### config.mk
export PLATFORM = sky130hd
export DESIGN_NAME = week_5_priority_encoder_seq_flat
export DESIGN_NICKNAME = d
export VERILOG_FILES = /design/src/rtl/week_5_priority_encoder_seq_if.sv /design/src/rtl/week_5_priority_encoder_seq.sv /design/src/flat_wrapper.sv
export SDC_FILE = /design/constraint.sdc
export NUM_CORES = 1
export LEC_CHECK = 0
export ABC_CLOCK_PERIOD_IN_PS = 1900
export CAP_MARGIN = 20
export CORE_UTILIZATION = 48
export DETAILED_ROUTE_END_ITERATION = 10
export GPL_ROUTABILITY_DRIVEN = 0
export PLACE_DENSITY_LB_ADDON = 0.05
export SYNTH_ARGS = -nofsm -noshare
export SYNTH_HDL_FRONTEND = slang
export SYNTH_SLANG_ARGS = --single-unit
### constraint.sdc
create_clock -name clk -period 1.9 [get_ports clk]
set_input_delay 0.19 -clock clk [delete_from_list [all_inputs] [get_ports clk]]
set_output_delay 0.19 -clock clk [all_outputs]
set_load 0.02 [all_outputs]
### src/rtl/week_5_priority_encoder_seq_if.sv
// Request/grant bundle between raw request lines, the priority encoder and its consumer.
// The master drives requests and acks; the slave (the encoder) drives the grant outputs.
interface week_5_priority_encoder_seq_if #(
    parameter int N     = 8,
    parameter int CNT_W = 8
);
    localparam int W = (N > 1) ? $clog2(N) : 1;

    logic [N-1:0]     req_in;
    logic             ack;
    logic             out_valid;
    logic [W-1:0]     out_idx;
    logic [N-1:0]     out_onehot;
    logic [N-1:0]     pending;
    logic             multi;
    logic [CNT_W-1:0] grant_count;

    modport master (
        output req_in, ack,
        input  out_valid, out_idx, out_onehot, pending, multi, grant_count
    );

    modport slave (
        input  req_in, ack,
        output out_valid, out_idx, out_onehot, pending, multi, grant_count
    );
endinterface

### src/rtl/week_5_priority_encoder_seq.sv
// Registered N-to-log2(N) priority encoder with sticky request capture,
// a valid/ack grant handshake and a wrapping count of completed grants.
module week_5_priority_encoder_seq #(
    parameter int N         = 8,
    parameter int LSB_FIRST = 1,
    parameter int CNT_W     = 8
) (
    input  logic clk,
    input  logic rst,
    week_5_priority_encoder_seq_if.slave bus
);
    localparam int W = (N > 1) ? $clog2(N) : 1;

    typedef enum logic {IDLE, PRESENT} state_t;

    state_t           state_q, state_d;
    logic [N-1:0]     pend_q, pend_d;
    logic [W-1:0]     idx_q, idx_d;
    logic [N-1:0]     oh_q, oh_d;
    logic             vld_q, vld_d;
    logic             multi_q;
    logic [CNT_W-1:0] cnt_q, cnt_d;

    logic             hs;
    logic [N-1:0]     rem;

    function automatic logic [W-1:0] enc(input logic [N-1:0] v);
        logic [W-1:0] r;
        r = '0;
        // The last hit in scan order wins, so scan away from the preferred end.
        for (int i = 0; i < N; i++) begin
            if (LSB_FIRST != 0) begin
                if (v[N-1-i]) r = W'(N-1-i);
            end else begin
                if (v[i]) r = W'(i);
            end
        end
        return r;
    endfunction

    function automatic logic [N-1:0] onehot(input logic [W-1:0] i);
        return {{(N-1){1'b0}}, 1'b1} << i;
    endfunction

    assign hs  = vld_q & bus.ack;
    // Same-cycle re-request of the acked bit must survive, so set is applied after clear.
    assign pend_d = (pend_q & ~(hs ? oh_q : '0)) | bus.req_in;
    // Remaining work deliberately excludes this cycle's req_in.
    assign rem    = pend_q & ~oh_q;

    always_ff @(posedge clk) begin
        if (rst) begin
            state_q <= IDLE;
            pend_q  <= '0;
            idx_q   <= '0;
            oh_q    <= '0;
            vld_q   <= 1'b0;
            multi_q <= 1'b0;
            cnt_q   <= '0;
        end else begin
            state_q <= state_d;
            pend_q  <= pend_d;
            idx_q   <= idx_d;
            oh_q    <= oh_d;
            vld_q   <= vld_d;
            multi_q <= (pend_d & (pend_d - 1'b1)) != '0;
            cnt_q   <= cnt_d;
        end
    end

    always_comb begin
        state_d = state_q;
        case (state_q)
            IDLE:    if (pend_q != '0)      state_d = PRESENT;
            PRESENT: if (hs && rem == '0)   state_d = IDLE;
            default:                        state_d = IDLE;
        endcase
    end

    always_comb begin
        idx_d = idx_q;
        oh_d  = oh_q;
        vld_d = vld_q;
        cnt_d = cnt_q;
        case (state_q)
            IDLE: begin
                if (pend_q != '0) begin
                    idx_d = enc(pend_q);
                    oh_d  = onehot(enc(pend_q));
                    vld_d = 1'b1;
                end else begin
                    idx_d = '0;
                    oh_d  = '0;
                    vld_d = 1'b0;
                end
            end
            PRESENT: begin
                if (hs) begin
                    cnt_d = cnt_q + 1'b1;
                    if (rem != '0) begin
                        idx_d = enc(rem);
                        oh_d  = onehot(enc(rem));
                        vld_d = 1'b1;
                    end else begin
                        idx_d = '0;
                        oh_d  = '0;
                        vld_d = 1'b0;
                    end
                end
            end
            default: begin
                idx_d = '0;
                oh_d  = '0;
                vld_d = 1'b0;
            end
        endcase
    end

    assign bus.out_valid   = vld_q;
    assign bus.out_idx     = idx_q;
    assign bus.out_onehot  = oh_q;
    assign bus.pending     = pend_q;
    assign bus.multi       = multi_q;
    assign bus.grant_count = cnt_q;
endmodule

### src/flat_wrapper.sv
// flat-port wrapper written by rule: the top's interface ports become plain ports
module week_5_priority_encoder_seq_flat 
#(
    parameter int N         = 8,
    parameter int LSB_FIRST = 1,
    parameter int CNT_W     = 8
)
  (clk, rst, bus_req_in, bus_ack, bus_out_valid, bus_out_idx, bus_out_onehot, bus_pending, bus_multi, bus_grant_count);
  week_5_priority_encoder_seq_if #(.N(N), .CNT_W(CNT_W)) bus_i ();
  input  logic clk;
  input  logic rst;
  input wire logic [$bits(bus_i.req_in)-1:0] bus_req_in;
  input wire logic [$bits(bus_i.ack)-1:0] bus_ack;
  output wire logic [$bits(bus_i.out_valid)-1:0] bus_out_valid;
  output wire logic [$bits(bus_i.out_idx)-1:0] bus_out_idx;
  output wire logic [$bits(bus_i.out_onehot)-1:0] bus_out_onehot;
  output wire logic [$bits(bus_i.pending)-1:0] bus_pending;
  output wire logic [$bits(bus_i.multi)-1:0] bus_multi;
  output wire logic [$bits(bus_i.grant_count)-1:0] bus_grant_count;
  assign bus_i.req_in = bus_req_in;
  assign bus_i.ack = bus_ack;
  assign bus_out_valid = bus_i.out_valid;
  assign bus_out_idx = bus_i.out_idx;
  assign bus_out_onehot = bus_i.out_onehot;
  assign bus_pending = bus_i.pending;
  assign bus_multi = bus_i.multi;
  assign bus_grant_count = bus_i.grant_count;
  week_5_priority_encoder_seq #(.N(N), .LSB_FIRST(LSB_FIRST), .CNT_W(CNT_W)) u_core (.clk(clk), .rst(rst), .bus(bus_i));
endmodule
* After elaboration in Yosys (flattened, before gate mapping)
Cells that the tools add are included.
** Storage, ports and cells
- Register bits :: 30
** Operators by class
- Mux-type cells :: 36
- Shifts and indexed selects :: 2
- Add/subtract/negate cells :: 2
- Bitwise logic cells :: 8
- Eq/ne operators :: 1
- Reduce and logical (&&, ||, !) cells :: 6
** Operators with widths (number)
- $mux 3 :: 24
- $mux 8 :: 4
- $and 8x8->8 :: 3
- $reduce_bool 8->1 :: 3
- $not 8->8 :: 2
- $pmux 8 s2 :: 1
- $shl 1x3->8 const A :: 2
- $add 8x1->8 const B :: 1
- $logic_not 8->1 :: 1
- $or 8x8->8 :: 1
- $sub 8x1->8 const B :: 1
- $pmux 3 s2 :: 1
- $mux 1 :: 4
- $pmux 1 s2 :: 2
- $ne 2x2->1 const B :: 1
- $reduce_and 2->1 :: 1
- $and 1x1->1 :: 1
- $logic_and 1x1->1 :: 1
- $not 1->1 :: 1

* Depth between registers and ports, before layout
- Depth in word-level cells :: 17
- Gate-level depth with buffers :: 7

* Worst setup path after synthesis
Ideal clock, no wire load.
- Kind :: register to register
- Start :: reg u_core.oh_q[2] (netlist: u_core.bus.out_onehot[2])
- End :: reg u_core.idx_q[0] (netlist: u_core.bus.out_idx[0])
- Path buffers :: 0
- Setup time :: 0.132 ns
- Setup slack :: 0.318 ns
- Period minus slack after synthesis :: 1.582 ns
- Cell stages (with the launch flop) :: 6
- Required time :: 1.768 ns
- Arrival time :: 1.451 ns
- Path through :: dfxtp_1 > nand2b_2 > nand2_2 > o41a_1 > a221oi_2 > nor3_1
** Between the ends
- Longest elaborated chain between the ends :: 8
- Elaborated cells on any way between the ends :: 9
** RTL lines
- start, declared :: RTL line week_5_priority_encoder_seq.sv:19 : logic [N-1:0] oh_q, oh_d;
- start signal, assigned :: RTL line week_5_priority_encoder_seq.sv:64 : oh_q <= oh_d;
- $not 8->8 (*) :: RTL line week_5_priority_encoder_seq.sv:49 : assign rem = pend_q & ~oh_q;
- $and 8x8->8 (*) :: RTL line week_5_priority_encoder_seq.sv:49
- $mux 3 (3 in series) :: RTL line week_5_priority_encoder_seq.sv:33 : if (v[N-1-i]) r = W'(N-1-i);
- $mux 3 (*) :: RTL line week_5_priority_encoder_seq.sv:100 : if (rem != '0) begin
- $mux 3 (*) :: RTL line week_5_priority_encoder_seq.sv:98 : if (hs) begin
- $pmux 3 s2 (*) :: RTL line week_5_priority_encoder_seq.sv:85 : case (state_q)
- end signal, assigned :: RTL line week_5_priority_encoder_seq.sv:63 : idx_q <= idx_d;
- end, declared :: RTL line week_5_priority_encoder_seq.sv:18 : logic [W-1:0] idx_q, idx_d;
Every way passes the cells marked *; elsewhere a longest branch is shown, timed or not. The select of a mux whose other input is x is not followed.
A chain may end at the register's enable or synchronous reset.

* Worst setup path after layout
- Start :: reg u_core.pend_q[1] (netlist: u_core.bus.pending[1])
- End :: out bus_pending[1]
** RTL lines
- start, declared :: RTL line week_5_priority_encoder_seq.sv:17 : logic [N-1:0] pend_q, pend_d;
- start signal, assigned :: RTL line week_5_priority_encoder_seq.sv:62 : pend_q <= pend_d;
- end, declared :: RTL line flat_wrapper.sv:17 : output wire logic [$bits(bus_i.pending)-1:0] bus_pending;
No word-level cell between the ends.

==> flow_summary_export.csv <==
group,metric,value,unit
outcome,status,"finished clean",
power_and_ir_drop,p_leak,0.769,nW
sta,tns,0,ns
synthesis,synth.area.top_cells,"dfxtp_1 38%, nor2_1 7.0%, a21oi_1 5.1%",
placed_design,portBuffers,39,
route,drt_iter0_markers,114,
die,rows,20,
worst_hold_path,hold_path_class,"register to register",
cells_and_area,diodes,0,
synthesis,ys_seq_area_share,38.4,%
sta,setup_viol,0,
clock_tree,clkTransAtPathRegs,0.09,ns
synthesis,async_reset_ff_share,0,%
setup_path,worstSetupEndpointType,"output port",
clock_tree,cts_max_path_buffers,2,
clock_tree,htree_levels,2,
synthesis,yosysWarnings,0,
placed_design,dpl.hpwl,3.11,mm
worst_hold_path,holdPathStages,2,
synthesis,synth_edf_count,0,
clock_tree,cts_buffers,5,
setup_path,cp_slowest_cell,"clkdlybuf4s50_1",
cells_and_area,syn2layout_area_growth,34.2,%
die,die_w,59.1,um
clock_tree,root_buffer,"clkbuf_4",
route,finalWirelength,4.13,mm
grt,overflow,0,
clock_tree,cts_sinks,30,
cells_and_area,final.fill_count,261,
setup_path,r2r_cells,5,
sta,drv_slew,0,
power_and_ir_drop,power,1.47,mW
clock_tree,clk_latency,0.34,ns
power_and_ir_drop,cellPowerDensity,699,nW/um^2
grt,grt_pass1_vias,1515,
sta,rsz0062_at_grt,"false",
grt,grt_pass1_wl,6.83,mm
synthesis,synth_largest_area_cell,"dfxtp_1",
synthesis,syn-cell-area,1560,um^2
synthesis,synth_top_area_share,38.4,%
clock_tree,hold_buffers,0,
route,wl_met3,274,um
die,fp.coreArea,3080,um^2
die,die_area,3490,um^2
route,drc,0,
synthesis,synth_common_cells,"30 x dfxtp_1, 29 x nor2_1, 16 x a21oi_1",
route,dr_wl_met2,1.86,mm
route,routedWlPerCell,14.7,um
grt,grt_max_degree,19,
route,dr_total_vias,1616,
cells_and_area,final_core_util,68.2,%
sta,period_share,91.9,%
setup_path,critical_path_buf_inv_count,1,
grt,grtUsageTotal,26.4,%
synthesis,synth_most_common_cell,"dfxtp_1",
sta,whs,0.493,ns
cells_and_area,layout-drive-gt1-share,11.0,%
synthesis,avgSynthCellArea,8.23,um^2
die,dieHeight,59.1,um
setup_path,rr_endpoint,"u_core.bus.out_onehot[5]",
clock_tree,cts_setup_buffers,0,
sta,clock.fmax,573,MHz
setup_path,reg2reg_from,"u_core.bus.pending[7]",
synthesis,synth_nets,202,
sta,finClkSkew,0.00877,ns
setup_path,crit_path_max_fanout,9,
grt,antenna_found_initial,0,
synthesis,ys.flop_type,"dfxtp_1",
clock_tree,cts_tree,"built",
route,routed_via_density,5.75,
setup_path,critPathTopFamily,"buffers and inverters",
route,first_pass_iters,4,
setup_path,path_cells,"clkdlybuf4s50_1",
setup_path,path_class,"register to output port",
setup_path,cp_slowest_stage_delay,0.68,ns
sta,fin_crit,1.75,ns
worst_hold_path,min_from,"u_core.bus.out_idx[1]",
route,drt-met1-wl,1.94,mm
job,max-cap-violations,0,
synthesis,ys_ff_latch,30,
sta,slew-limit-headroom,64.0,%
die,io_pins,40,
sta,tightest_slew,0.540,ns
synthesis,synthDistinctLibCells,49,
setup_path,worstPathRequired,1.71,ns
setup_path,cp_data_arrival_time,1.56,ns
synthesis,syn-instance-count,190,
setup_path,startpoint_type,"register",
route,postRouteAntennaNets,0,
setup_path,ff2ff_setup_slack,0.25,ns
worst_hold_path,min_to,"u_core.bus.out_idx[1]",
sta,hold_viol_final,0,
clock_tree,cts_resized,0,
power_and_ir_drop,vdd_drop_max,518,uV
cells_and_area,fin_nets,250,
die,start_util,50.8,%
route,highest_layer,"met4",
[through the flow]
step	setup slack (ns)	instances	area (um^2)
finish	0.155	281	2100
global route	0.0682	281	2100
CTS	0.150	281	2100
detailed placement	-0.0353	275	2050
global placement	0.0767	275	2050
floorplan	0.318	190	1560
[worst reg2reg max path: cells and delay by family, from the launching register on]
kind / cells / cell delay [ns]
AOI/OAI and AO/OA: 3 / 0.79
and+or+nand+nor: 2 / 0.34
DFF: 1 / 0.45
[cell type report]
class                   count  area [um^2]  share of cell area, %
clock buffers               6         51.3                   2.44
inverters                   5         18.8                  0.894
multi-input cells         147          907                   43.2
well taps                  44         55.1                   2.62
repair buffers             49          465                   22.2
flip-flops and latches     30          601                   28.6
[layer usage]
metal | up-vias | global-route usage, %
li1 | 790 | -
met2 | 58 | 39.4
met1 | 760 | 35.0
met5 | - | 0
met3 | 8 | 9.39
met4 | 0 | 9.86
[state kept, by name, indices dropped and copies added, names as in the netlist]
register	flops
u_core.bus.out_idx	3
u_core.bus.pending	8
u_core.bus.grant_count	8
u_core.bus.out_onehot	8
u_core.bus.multi	1
u_core.bus.out_valid	1
u_core.state_q	1
[power breakdown]
| group | internal, mW | switching, mW | total, mW |
|---|---|---|---|
| registers | 0.664 | 0.0499 | 0.714 |
| logic | 0.168 | 0.201 | 0.369 |
| clock network | 0.166 | 0.218 | 0.384 |
[cells by family after synthesis]
logic type	after synthesis	synth area share, %
muxes	1	0.640
adders and majority gates	2	1.44
xor gates and xnor gates	7	3.92
buffers and inverters	13	3.60
and+or+nand+nor	93	32.2
DFF	30	38.4
AOI/OAI and AO/OA	44	19.8
[cell usage in the layout, fill, tap and decap left out, drive strengths merged, types with 6 or more instances in the layout]
| cell | Yosys | routed |
|---|---|---|
| clkdlybuf4s50 | 0 | 39 |
| dfxtp | 30 | 30 |
| nor2 | 29 | 29 |
| a21oi | 16 | 16 |
| nand2b | 11 | 11 |
| buf | 4 | 10 |
| nand3 | 10 | 10 |
| nand2 | 9 | 9 |
| nor3 | 7 | 7 |
| a221oi | 7 | 7 |
| nand4 | 6 | 6 |
| clkbuf | 4 | 6 |
[worst max path at each step]
stage                             startpoint               endpoint  slack (ns)  cells past startpoint
floorplan           u_core.bus.out_onehot[2]  u_core.bus.out_idx[0]        0.32                      5
global placement                     bus_ack       u_core.bus.multi        0.08                      7
detailed placement                   bus_ack       u_core.bus.multi       -0.04                      7
CTS                    u_core.bus.pending[2]         bus_pending[2]        0.15                      1
global route           u_core.bus.pending[2]         bus_pending[2]        0.07                      1
finish                 u_core.bus.pending[1]         bus_pending[1]        0.15                      1
(Power assumes the default switching activity.)
